[config.mk]
export PLATFORM = sky130hd
export DESIGN_NAME = branch_resolve_unit
export DESIGN_NICKNAME = d
export VERILOG_FILES = /design/src/rtl/branch_pkg.sv /design/src/rtl/branch_cond.sv /design/src/rtl/branch_resolve_unit.sv
export SDC_FILE = /design/constraint.sdc
export NUM_CORES = 1
export LEC_CHECK = 0
export CORE_UTILIZATION = 30
export CTS_BUF_LIST = sky130_fd_sc_hd__clkbuf_16
export CTS_CLUSTER_DIAMETER = 150
export DETAILED_ROUTE_END_ITERATION = 6
export GPL_TIMING_DRIVEN = 1
export SLEW_MARGIN = 30
export SYNTH_ARGS = -nofsm -noshare
export SYNTH_HDL_FRONTEND = slang
export SYNTH_SLANG_ARGS = --single-unit
[constraint.sdc]
create_clock -name clk_i -period 2.8 [get_ports clk_i]
set_input_delay 0.56 -clock clk_i [delete_from_list [all_inputs] [get_ports clk_i]]
set_output_delay 0.56 -clock clk_i [all_outputs]
set_load 0.005 [all_outputs]
[src/rtl/branch_pkg.sv]
// Shared types and constants for the branch resolution slice.
package branch_pkg;

  localparam int BR_XLEN = 32;

  localparam logic [2:0] F3_BEQ  = 3'b000;
  localparam logic [2:0] F3_BNE  = 3'b001;
  localparam logic [2:0] F3_BLT  = 3'b100;
  localparam logic [2:0] F3_BGE  = 3'b101;
  localparam logic [2:0] F3_BLTU = 3'b110;
  localparam logic [2:0] F3_BGEU = 3'b111;

  typedef enum logic [1:0] {S_RUN, S_REDIRECT, S_SQUASH} state_t;

  // Registered resolution result; sized by BR_XLEN, so the top's XLEN must match.
  typedef struct packed {
    logic               taken;
    logic               mispredict;
    logic               illegal;
    logic [BR_XLEN-1:0] target;
    logic [BR_XLEN-1:0] link;
  } resolve_t;

endpackage

[src/rtl/branch_cond.sv]
// Branch condition evaluation from comparator flags; jumps are always taken.
module branch_cond import branch_pkg::*; (
  input  logic [2:0] funct3,
  input  logic       eq,
  input  logic       lts,
  input  logic       ltu,
  input  logic       is_jal,
  input  logic       is_jalr,
  output logic       taken,
  output logic       illegal
);

  always_comb begin
    taken   = 1'b0;
    illegal = 1'b0;
    if (is_jal || is_jalr) begin
      taken = 1'b1;
    end else begin
      case (funct3)
        F3_BEQ:  taken = eq;
        F3_BNE:  taken = !eq;
        F3_BLT:  taken = lts;
        F3_BGE:  taken = !lts;
        F3_BLTU: taken = ltu;
        F3_BGEU: taken = !ltu;
        default: illegal = 1'b1;  // 010/011 resolve as not taken
      endcase
    end
  end

endmodule

[src/rtl/branch_resolve_unit.sv]
// Resolves branches/jumps, checks the fetch prediction, redirects fetch and
// squashes a fixed number of wrong-path slots after a mispredict.
module branch_resolve_unit import branch_pkg::*; #(
  parameter int XLEN          = 32,
  parameter int SQUASH_CYCLES = 2,
  parameter int CNT_W         = 32
) (
  input  logic             clk_i,
  input  logic             rst_ni,
  input  logic             valid_i,
  output logic             ready_o,
  input  logic [XLEN-1:0]  pc_i,
  input  logic [XLEN-1:0]  imm_i,
  input  logic [XLEN-1:0]  rs1_i,
  input  logic [2:0]       funct3_i,
  input  logic             is_jal_i,
  input  logic             is_jalr_i,
  input  logic             eq_i,
  input  logic             lts_i,
  input  logic             ltu_i,
  input  logic             pred_taken_i,
  input  logic [XLEN-1:0]  pred_target_i,
  output logic             resolve_valid_o,
  output logic             taken_o,
  output logic             mispredict_o,
  output logic [XLEN-1:0]  link_o,
  output logic             illegal_o,
  output logic             bht_valid_o,
  output logic             bht_taken_o,
  output logic             redirect_valid_o,
  output logic [XLEN-1:0]  redirect_pc_o,
  input  logic             redirect_ready_i,
  output logic             squash_o,
  output logic [CNT_W-1:0] branch_cnt_o,
  output logic [CNT_W-1:0] mispred_cnt_o
);

  localparam int SQW = (SQUASH_CYCLES < 1) ? 1 : $clog2(SQUASH_CYCLES + 1);

  state_t           state, state_nxt;
  logic [SQW-1:0]   sq_cnt;
  logic             accept, run_acc, is_cond;
  logic             cond_taken, cond_illegal, mispredict;
  logic [XLEN-1:0]  jalr_sum, target, link;
  resolve_t         res_q;
  logic             resolve_q, bht_v_q, bht_t_q;
  logic [XLEN-1:0]  redir_pc_q;
  logic [CNT_W-1:0] bcnt_q, mcnt_q;

  branch_cond u_cond (
    .funct3  (funct3_i),
    .eq      (eq_i),
    .lts     (lts_i),
    .ltu     (ltu_i),
    .is_jal  (is_jal_i),
    .is_jalr (is_jalr_i),
    .taken   (cond_taken),
    .illegal (cond_illegal)
  );

  assign ready_o  = (state != S_REDIRECT);
  assign accept   = valid_i && ready_o;
  assign run_acc  = accept && (state == S_RUN);
  assign squash_o = accept && (state == S_SQUASH);
  assign is_cond  = !is_jal_i && !is_jalr_i;

  assign jalr_sum   = rs1_i + imm_i;
  assign target     = is_jalr_i ? {jalr_sum[XLEN-1:1], 1'b0} : pc_i + imm_i;
  assign link       = pc_i + XLEN'(4);
  // Predicted target only matters when the op is actually taken.
  assign mispredict = (cond_taken != pred_taken_i) ||
                      (cond_taken && (target != pred_target_i));

  always_comb begin
    state_nxt = state;
    case (state)
      S_RUN:      if (run_acc && mispredict) state_nxt = S_REDIRECT;
      S_REDIRECT: if (redirect_ready_i)
                    state_nxt = (SQUASH_CYCLES == 0) ? S_RUN : S_SQUASH;
      S_SQUASH:   if (sq_cnt == SQW'(1)) state_nxt = S_RUN;
      default:    state_nxt = S_RUN;
    endcase
  end

  always_ff @(posedge clk_i or negedge rst_ni) begin
    if (!rst_ni) state <= S_RUN;
    else         state <= state_nxt;
  end

  always_ff @(posedge clk_i or negedge rst_ni) begin
    if (!rst_ni) begin
      sq_cnt <= '0;
    end else if (state == S_REDIRECT && redirect_ready_i) begin
      sq_cnt <= SQW'(SQUASH_CYCLES);
    end else if (state == S_SQUASH) begin
      sq_cnt <= sq_cnt - SQW'(1);
    end
  end

  always_ff @(posedge clk_i or negedge rst_ni) begin
    if (!rst_ni) begin
      res_q      <= '0;
      resolve_q  <= 1'b0;
      bht_v_q    <= 1'b0;
      bht_t_q    <= 1'b0;
      redir_pc_q <= '0;
      bcnt_q     <= '0;
      mcnt_q     <= '0;
    end else begin
      resolve_q <= run_acc;
      bht_v_q   <= run_acc && is_cond;
      bht_t_q   <= run_acc && is_cond && cond_taken;
      if (run_acc) begin
        res_q.taken      <= cond_taken;
        res_q.mispredict <= mispredict;
        res_q.illegal    <= cond_illegal;
        res_q.target     <= target;
        res_q.link       <= link;
        if (bcnt_q != '1) bcnt_q <= bcnt_q + CNT_W'(1);
        if (mispredict && mcnt_q != '1) mcnt_q <= mcnt_q + CNT_W'(1);
        // Held until the handshake since the state blocks further accepts.
        if (mispredict) redir_pc_q <= cond_taken ? target : link;
      end
    end
  end

  assign resolve_valid_o  = resolve_q;
  assign taken_o          = res_q.taken;
  assign mispredict_o     = res_q.mispredict;
  assign illegal_o        = res_q.illegal;
  assign link_o           = res_q.link;
  assign bht_valid_o      = bht_v_q;
  assign bht_taken_o      = bht_t_q;
  assign redirect_valid_o = (state == S_REDIRECT);
  assign redirect_pc_o    = redir_pc_q;
  assign branch_cnt_o     = bcnt_q;
  assign mispred_cnt_o    = mcnt_q;

endmodule

==> key figures, run 1 <==
Outcome
  • Status: finished with violations
  • Failing checks: setup timing

Drt
  • Vias per cell: 5.139
  • Wire length per cell: 18.46 um
  • Via count: 13720
  • Total wire length: 49260 um
  • Starting DRC count in detailed routing: 678
  • Pre-antenna DRT Iters: 5
  • Post-DRT Antenna Nets: 0
  • DRC: 0

Synthesis
  • Post-synth top area cell: dfrtp_1
  • Sequential area share after synthesis: 28.50%
  • Synth top area share: 28.50%
  • EDFF count, synth: 0
  • Most frequent cell after synthesis: nand2_1
  • Post-synthesis async set-or-reset flop share: 100.0%
  • Primary FF master, synth: dfrtp_1
  • Most frequent cells after synthesis: 152 x nand2_1, 138 x dfrtp_1, 100 x nor2_1, 92 x a21oi_1, 92 x o21ai_0
  • Yosys reg bits: 138
  • Post-Syn Area: 12120 um^2
  • Synth Instances: 1459
  • Area contributors post-synth: dfrtp_1 28%, ha_1 6.7%, xnor2_1 5.9%
  • Number of synthesis warnings: 0
  • Synth unique cells: 78
  • Syn Nets: 1667
  • Avg Cell Area, Syn: 8.306 um^2

Floorplanning
  • Die ar.: 41200 um^2
  • Core area: 39820 um^2
  • DIE HEIGHT: 203.0 um
  • Die width: 203.0 um
  • # rows: 73
  • I/O pin total: 278
  • Initial core utilization: 30.43%

Timing
  • Tmin final: 4.187 ns
  • Rel. slew slack: 57.54%
  • Setup violations, final: 66
  • RSZ-0062 raised after global routing: true
  • Final Skew: 0.01008 ns
  • Final Cycle Share: 149.5%
  • Achievable frequency: 0.2388 GHz
  • Fin. max-slew vios: 0
  • Fin. Hold Viols: 0
  • Tightest Pin Transition: 0.6369 ns
  • Setup ws final: -1.387 ns

Power
  • Internal: 7.039 mW
  • Sw Share: 34.53%
  • Max IR drop VDD: 499.2 uV
  • Sequential share of power: 28.1%
  • LEAKAGE: 9.193 nW
  • Power share of the clock group: 20.8%
  • Switching Power: 3.713 mW
  • PwrDens: 535.3 nW/um^2
  • Combinational share of power: 51.1%

Global routing
  • First-pass GRT wire length: 74540 um
  • Largest net degree at the start of global routing: 70
  • Antenna violations before repair: 2
  • GRT overflow: 0
  • Tot GR Track Use: 23.28%
  • Vias in the first global route: 13570

Critical path
  • FF-to-FF setup slack: 0.10 ns
  • Worst R2R Start: mispred_cnt_o[16]$_DFFE_PN0P_
  • Crit Path Max Fanout: 9
  • Req. time, crit path: 3.08 ns
  • R2R depth: 11
  • Worst setup EP type: flop
  • CP Launch Type: input pin
  • Critical Setup Path Class: in2reg
  • Critical Path AT: 4.47 ns
  • Reg2Reg Capture Point: mispred_cnt_o[10]$_DFFE_PN0P_

Layout
  • Area growth, synth to finish: 65.75%
  • Layout cells sized above 1: 28.85%
  • Core Util, Final: 50.44%
  • Fin cells: 2669
  • Final net count: 2339

Min path
  • Worst hold path class: in2async

Clocking
  • TritonCTS clock tree: yes
  • Clk root buf: clkbuf_16
  • H-tree depth: 4
  • Total CTS buffers: 17
  • Clock Sinks: 138
  • Hold-fix buffers, CTS: 0
  • Clock-pin transition on the worst setup and hold timing paths: 0.06 ns
  • Clk Latency, worst-skew pair: 0.42 ns
  • CTS Buffer Depth: 2

Placement
  • Routability cong.: 0.9152
  • Post-detail-place hpwl: 40410 um
  • Placed Instances: 2614
  • Port buffer count: 277

Flow run
  • Max Cap Viol: 0
-- worst max path at each step --
stage | from | slack (ns) | cells after the start | to
after detailed placement | imm_i[1] | -2.38 | 16 | redirect_pc_o[2]$_DFFE_PN0P_
final | imm_i[2] | -1.39 | 19 | mispred_cnt_o[10]$_DFFE_PN0P_
after CTS | imm_i[0] | -1.34 | 18 | redirect_pc_o[11]$_DFFE_PN0P_
after global placement | imm_i[0] | -2.32 | 18 | mispred_cnt_o[1]$_DFFE_PN0P_
after floorplan | imm_i[0] | -1.40 | 15 | redirect_pc_o[10]$_DFFE_PN0P_
after global routing | imm_i[1] | -1.50 | 18 | mispred_cnt_o[10]$_DFFE_PN0P_
-- placed cells by master, fill, tap and decap left out, drive strengths merged, types with 8 or more instances in the layout --
master,count
nor4,14
a31oi,14
a21oi,92
and3,38
nand3,65
buf,456
clkdlybuf4s50,234
nor3,53
dfrtp,138
a211o,11
and4,9
ha,65
o21ai,96
clkinv,8
o211ai,14
xnor3,9
nand4,48
or3,10
a21o,37
a211oi,27
and2,14
clkbuf,19
mux2,31
mux2i,21
nand2,152
dlygate4sd2,27
nor2b,9
nor2,103
xnor2,81
nand2b,12
xor2,72
o21bai,8
o21a,8
inv,25
-- state kept, by name (all words and copies together), names as in the netlist --
name             cells
mispredict_o         1
state                2
illegal_o            1
bht_valid_o          1
taken_o              1
redirect_pc_o       32
sq_cnt               2
branch_cnt_o        32
link_o              32
mispred_cnt_o       32
bht_taken_o          1
resolve_valid_o      1
-- metal layers --
layer | share of wire [%] | routed length, um | global-route usage [%]
met5 | 0 | 0 | 0
met4 | 2.2 | 1068 | 6.874
met2 | 48 | 23450 | 39.40
met1 | 46 | 22530 | 31.37
met3 | 4.5 | 2210 | 2.087
-- area by class of cell --
class	count	area [um^2]
Clock inverter	13	155.1
Tap cell	525	656.9
Sequential cell	138	3453
Fill cell	3801	19740
Clock buffer	17	425.4
Inverter	26	97.59
Antenna cell	2	5.005
Timing Repair Buffer	728	6326
Multi-Input combinational cell	1220	8966
-- cell families (layout without fill, tap and decap cells) --
family / after synthesis / after routing / share of synthesized area (%)
AOI/OAI and AO/OA: 380 / 380 / 20.58
xor gates and xnor gates: 163 / 163 / 12.93
adders and majority gates: 67 / 67 / 7.042
buffers and inverters: 103 / 784 / 3.356
DFF: 138 / 138 / 28.50
muxes: 52 / 52 / 4.615
other: 0 / 2 / 0
and+or+nand+nor: 556 / 558 / 22.98
-- per-stage QoR --
stage / hold slack, ns / setup slack [ns] / cell area, um^2 / power, mW / TNS (ns)
CTS: 0.1535 / -1.335 / 19810 / 10.68 / -84.95
global route: 0.1779 / -1.497 / 20090 / 11.36 / -94.86
detailed placement: 0.4708 / -2.375 / 18590 / 8.163 / -154.76
floorplan: 0.2644 / -1.401 / 12170 / 5.043 / -86.70
finish: 0.1342 / -1.387 / 20090 / 10.75 / -88.19
global placement: 0.4601 / -2.318 / 18590 / 8.072 / -152.17
-- power groups by stage --
stage	clock [mW]	combinational, mW	sequential, mW
final	2.23	5.49	3.03
after global routing	2.35	5.91	3.10
after CTS	2.27	5.38	3.03
after detailed placement	0	5.10	3.06
after global placement	0	5.04	3.03
after floorplan	0	2.06	2.98
-- worst max-delay path, stage by stage --
cell	delay [ns]
dlygate4sd2_1	0.27
buf_4	0.15
ha_2	0.18
buf_4	0.14
a21o_1	0.16
a221o_1	0.42
a41o_4	0.28
a211oi_4	0.33
o211a_1	0.21
nor3_2	0.06
or3_1	0.39
a211oi_2	0.23
nand4_1	0.19
nor4_4	0.19
buf_6	0.17
buf_12	0.15
clkbuf_16	0.16
nor3_1	0.07
xor2_1	0.14
-- timing repair --
item / 4_1_cts / 5_1_grt
pin swaps: 29 / 17
resized for setup: 148 / 45
setup endpoints to repair: 66 / 69
gates cloned: 4 / 2
hold endpoints to repair: 0 / 0
buffers inserted: 14 / 3
Note: power is estimated with default switching activity, not from simulation.
==> inputs of run 2 (changes only) <==
- CORE_UTILIZATION: 30 -> 50
- GPL_TIMING_DRIVEN: 1 -> 0
- PLACE_DENSITY: not set -> 0.8
==> run 2 against run 1 <==
Effect of this change: combinational power fell by 8.0%; the flow finishes with violations (DRC, setup timing); register-to-register slack got worse by 0.27 ns; global-route usage rose by 13 points.
==> key figures, run 2 (synthesis results as in run 1) <==
Global routing
  • M3 GR Usage: 5.174% (+3.1 points)
  • Antenna violations before repair: 2 (unchanged)
  • Largest net degree at the start of global routing: 91 (+30%)
  • Met1 Usage GRT: 47.09% (+16 points)
  • Global route hottest layer: met2
  • GR Util met2: 60.98% (+22 points)
  • Tot GR Track Use: 36.47% (+13 points)
  • Vias in the first global route: 12700 (-6.4%)
  • First-pass GRT wire length: 69140 um (-7.2%)
  • GRT overflow: 0 (unchanged)

Floorplanning
  • Initial core utilization: 51.32% (+21 points)
  • Die width: 157.7 um (-22%)
  • Core area: 23610 um^2 (-41%)
  • # rows: 56 (-23%)
  • Die ar.: 24860 um^2 (-40%)
  • DIE HEIGHT: 157.7 um (-22%)
  • I/O pin total: 278 (unchanged)

Flow run
  • Max Cap Viol: 0 (unchanged)

Clocking
  • CTS Buffer Depth: 2 (unchanged)
  • Clock Sinks: 138 (unchanged)
  • TritonCTS clock tree: yes
  • Clk root buf: clkbuf_16
  • Hold-fix buffers, CTS: 0 (unchanged)
  • H-tree depth: 4 (unchanged)
  • Clock-pin transition on the worst setup and hold timing paths: 0.06 ns (about the same)
  • Total CTS buffers: 17 (unchanged)
  • Clk Latency, worst-skew pair: 0.42 ns (about the same)

Timing
  • Setup TNS: -84.79 ns (+3.398 ns)
  • Tmin final: 4.167 ns (-0.02018 ns)
  • Min Hold Slack: 0.03833 ns (-0.09582 ns)
  • Setup ws final: -1.367 ns (+0.02018 ns)
  • Tightest Pin Transition: 0.8607 ns (+0.2238 ns)
  • Final Cycle Share: 148.8% (-0.72 points)
  • Achievable frequency: 0.2400 GHz (+0.48%)
  • Rel. slew slack: 42.01% (-16 points)
  • Fin. max-slew vios: 0 (unchanged)
  • Final Skew: 0.009779 ns (-0.0003057 ns)
  • Setup violations, final: 66 (unchanged)
  • Fin. Hold Viols: 0 (unchanged)
  • RSZ-0062 raised after global routing: true

Layout
  • Layout cells sized above 1: 18.44% (-10 points)
  • Most frequent cells in the layout: 218 x clkdlybuf4s50_1, 150 x nand2_1, 138 x dfrtp_1
  • Filler Cell Count: 1684 (-56%)
  • Area growth, synth to finish: 45.99%
  • Fin cells: 2132 (-20%)
  • Most common cell after layout, fill and taps aside: clkdlybuf4s50_1
  • Post-route cell area: 17690 um^2 (-12%)
  • Core Util, Final: 74.92% (+24 points)
  • Final net count: 2006 (-14%)

Placement
  • Placed Instances: 2056 (-21%)
  • Post-detail-place hpwl: 34920 um (-14%)
  • Routability cong.: 0.9849 (+7.6%)
  • Port buffer count: 276 (-0.36%)
  • Area after DPL: 15390 um^2 (-17%)

Power
  • LEAKAGE: 7.565 nW (-18%)
  • Sequential share of power: 29.3% (+1.2 points)
  • Combinational share of power: 48.7% (-2.4 points)
  • PwrDens: 585.4 nW/um^2 (+9.4%)
  • Power share of the clock group: 22.0% (+1.2 points)
  • Sw Share: 36.20% (+1.7 points)
  • Internal: 6.607 mW (-6.1%)
  • Max IR drop VDD: 464.5 uV (-7.0%)
  • Switching Power: 3.749 mW (+0.97%)

Drt
  • Vias per cell: 6.341 (+23%)
  • Total wire length: 47140 um (-4.3%)
  • Wire length per cell: 22.11 um (+20%)
  • Post-DRT Antenna Nets: 0 (unchanged)
  • Pre-antenna DRT Iters: 7 (+2)
  • Starting DRC count in detailed routing: 1265 (+87%)
  • Via count: 13520 (-1.4%)
  • DRC: 4 (+4)

Outcome
  • Failing checks: DRC, setup timing
  • Status: finished with violations

Critical path
  • Critical Path AT: 4.46 ns (about the same)
  • Req. time, crit path: 3.10 ns (+0.02 ns)
  • FF-to-FF setup slack: -0.17 ns (-0.27 ns)
  • Critical Setup Path Class: in2reg
  • Crit Path Max Fanout: 6 (-3)
  • Worst setup EP type: flop
  • CP Launch Type: input pin

Min path
  • Worst hold path class: in2async
## run 2: metrics by stage
step	power (mW)	worst slack, ns
after CTS	10.10	-1.381
after global routing	10.83	-1.478
final	10.36	-1.367
after detailed placement	7.330	-3.139
after global placement	7.206	-4.141
after floorplan	5.043	-1.401
## run 2: cell type report
| type | count | area (um^2) | share of cell area (%) |
|---|---|---|---|
| clock buffer | 17 | 425.4 | 2.405 |
| buffer | 54 | 322.8 | 1.825 |
| inverter | 26 | 98.84 | 0.5587 |
| clock inverter | 15 | 175.2 | 0.9902 |
| antenna | 2 | 5.005 | 0.02829 |
| tap | 319 | 399.1 | 2.256 |
| multi-input combinational | 1218 | 9510 | 53.76 |
| sequential | 138 | 3453 | 19.52 |
| timing repair buffer | 343 | 3301 | 18.66 |
## run 2: path summary, 6_finish.rpt
| kind | start | endpoint | cells past startpoint |
|---|---|---|---|
| worst max-delay path | imm_i[2] | redirect_pc_o[16]$_DFFE_PN0P_ | 18 |
| worst min-delay path | rst_ni | mispred_cnt_o[7]$_DFFE_PN0P_ | 1 |
| worst max register to register | mispred_cnt_o[16]$_DFFE_PN0P_ | mispred_cnt_o[1]$_DFFE_PN0P_ | 10 |
| worst min register to register | illegal_o$_DFFE_PN0P_ | illegal_o$_DFFE_PN0P_ | 2 |
| max in group asynchronous | rst_ni | branch_cnt_o[22]$_DFFE_PN0P_ | 2 |
| min in group clk_i | pc_i[0] | link_o[0]$_DFFE_PN0P_ | 3 |
## run 2: power groups by stage
stage,Sequential (mW),Clock (mW),Combinational (mW)
CTS,3.02,2.28,4.79
detailed placement,3.04,0,4.29
finish,3.03,2.28,5.05
global route,3.09,2.37,5.37
floorplan,2.98,0,2.06
global placement,3.01,0,4.19
## run 2: layer usage
| metal | up-vias | part of all wire (%) |
|---|---|---|
| li1 | 6074 | - |
| met1 | 6483 | 39 |
| met2 | 810 | 47 |
| met3 | 153 | 9.7 |
| met4 | 0 | 4.4 |
| met5 | - | 0 |
## run 2: critical path: stages
cell and delay [ns]:
dlygate4sd2_1 0.29, ha_4 0.32, nand4_1 0.27, a211oi_2 0.29, nor3_2 0.05, buf_4 0.16
a211o_1 0.31, o211ai_1 0.27, buf_4 0.17, nand4_1 0.18, a31o_2 0.33, a21oi_1 0.14
nand4_1 0.16, nor4_4 0.18, buf_6 0.17, nor2_4 0.08, clkbuf_16 0.23, mux2_4 0.29
## run 2: repair_timing
action | 4_1_cts | 5_1_grt
buffers inserted | 41 | 19
gates cloned | 4 | 1
setup endpoints to repair | 72 | 75
resized for setup | 293 | 97
pin swaps | 58 | 52
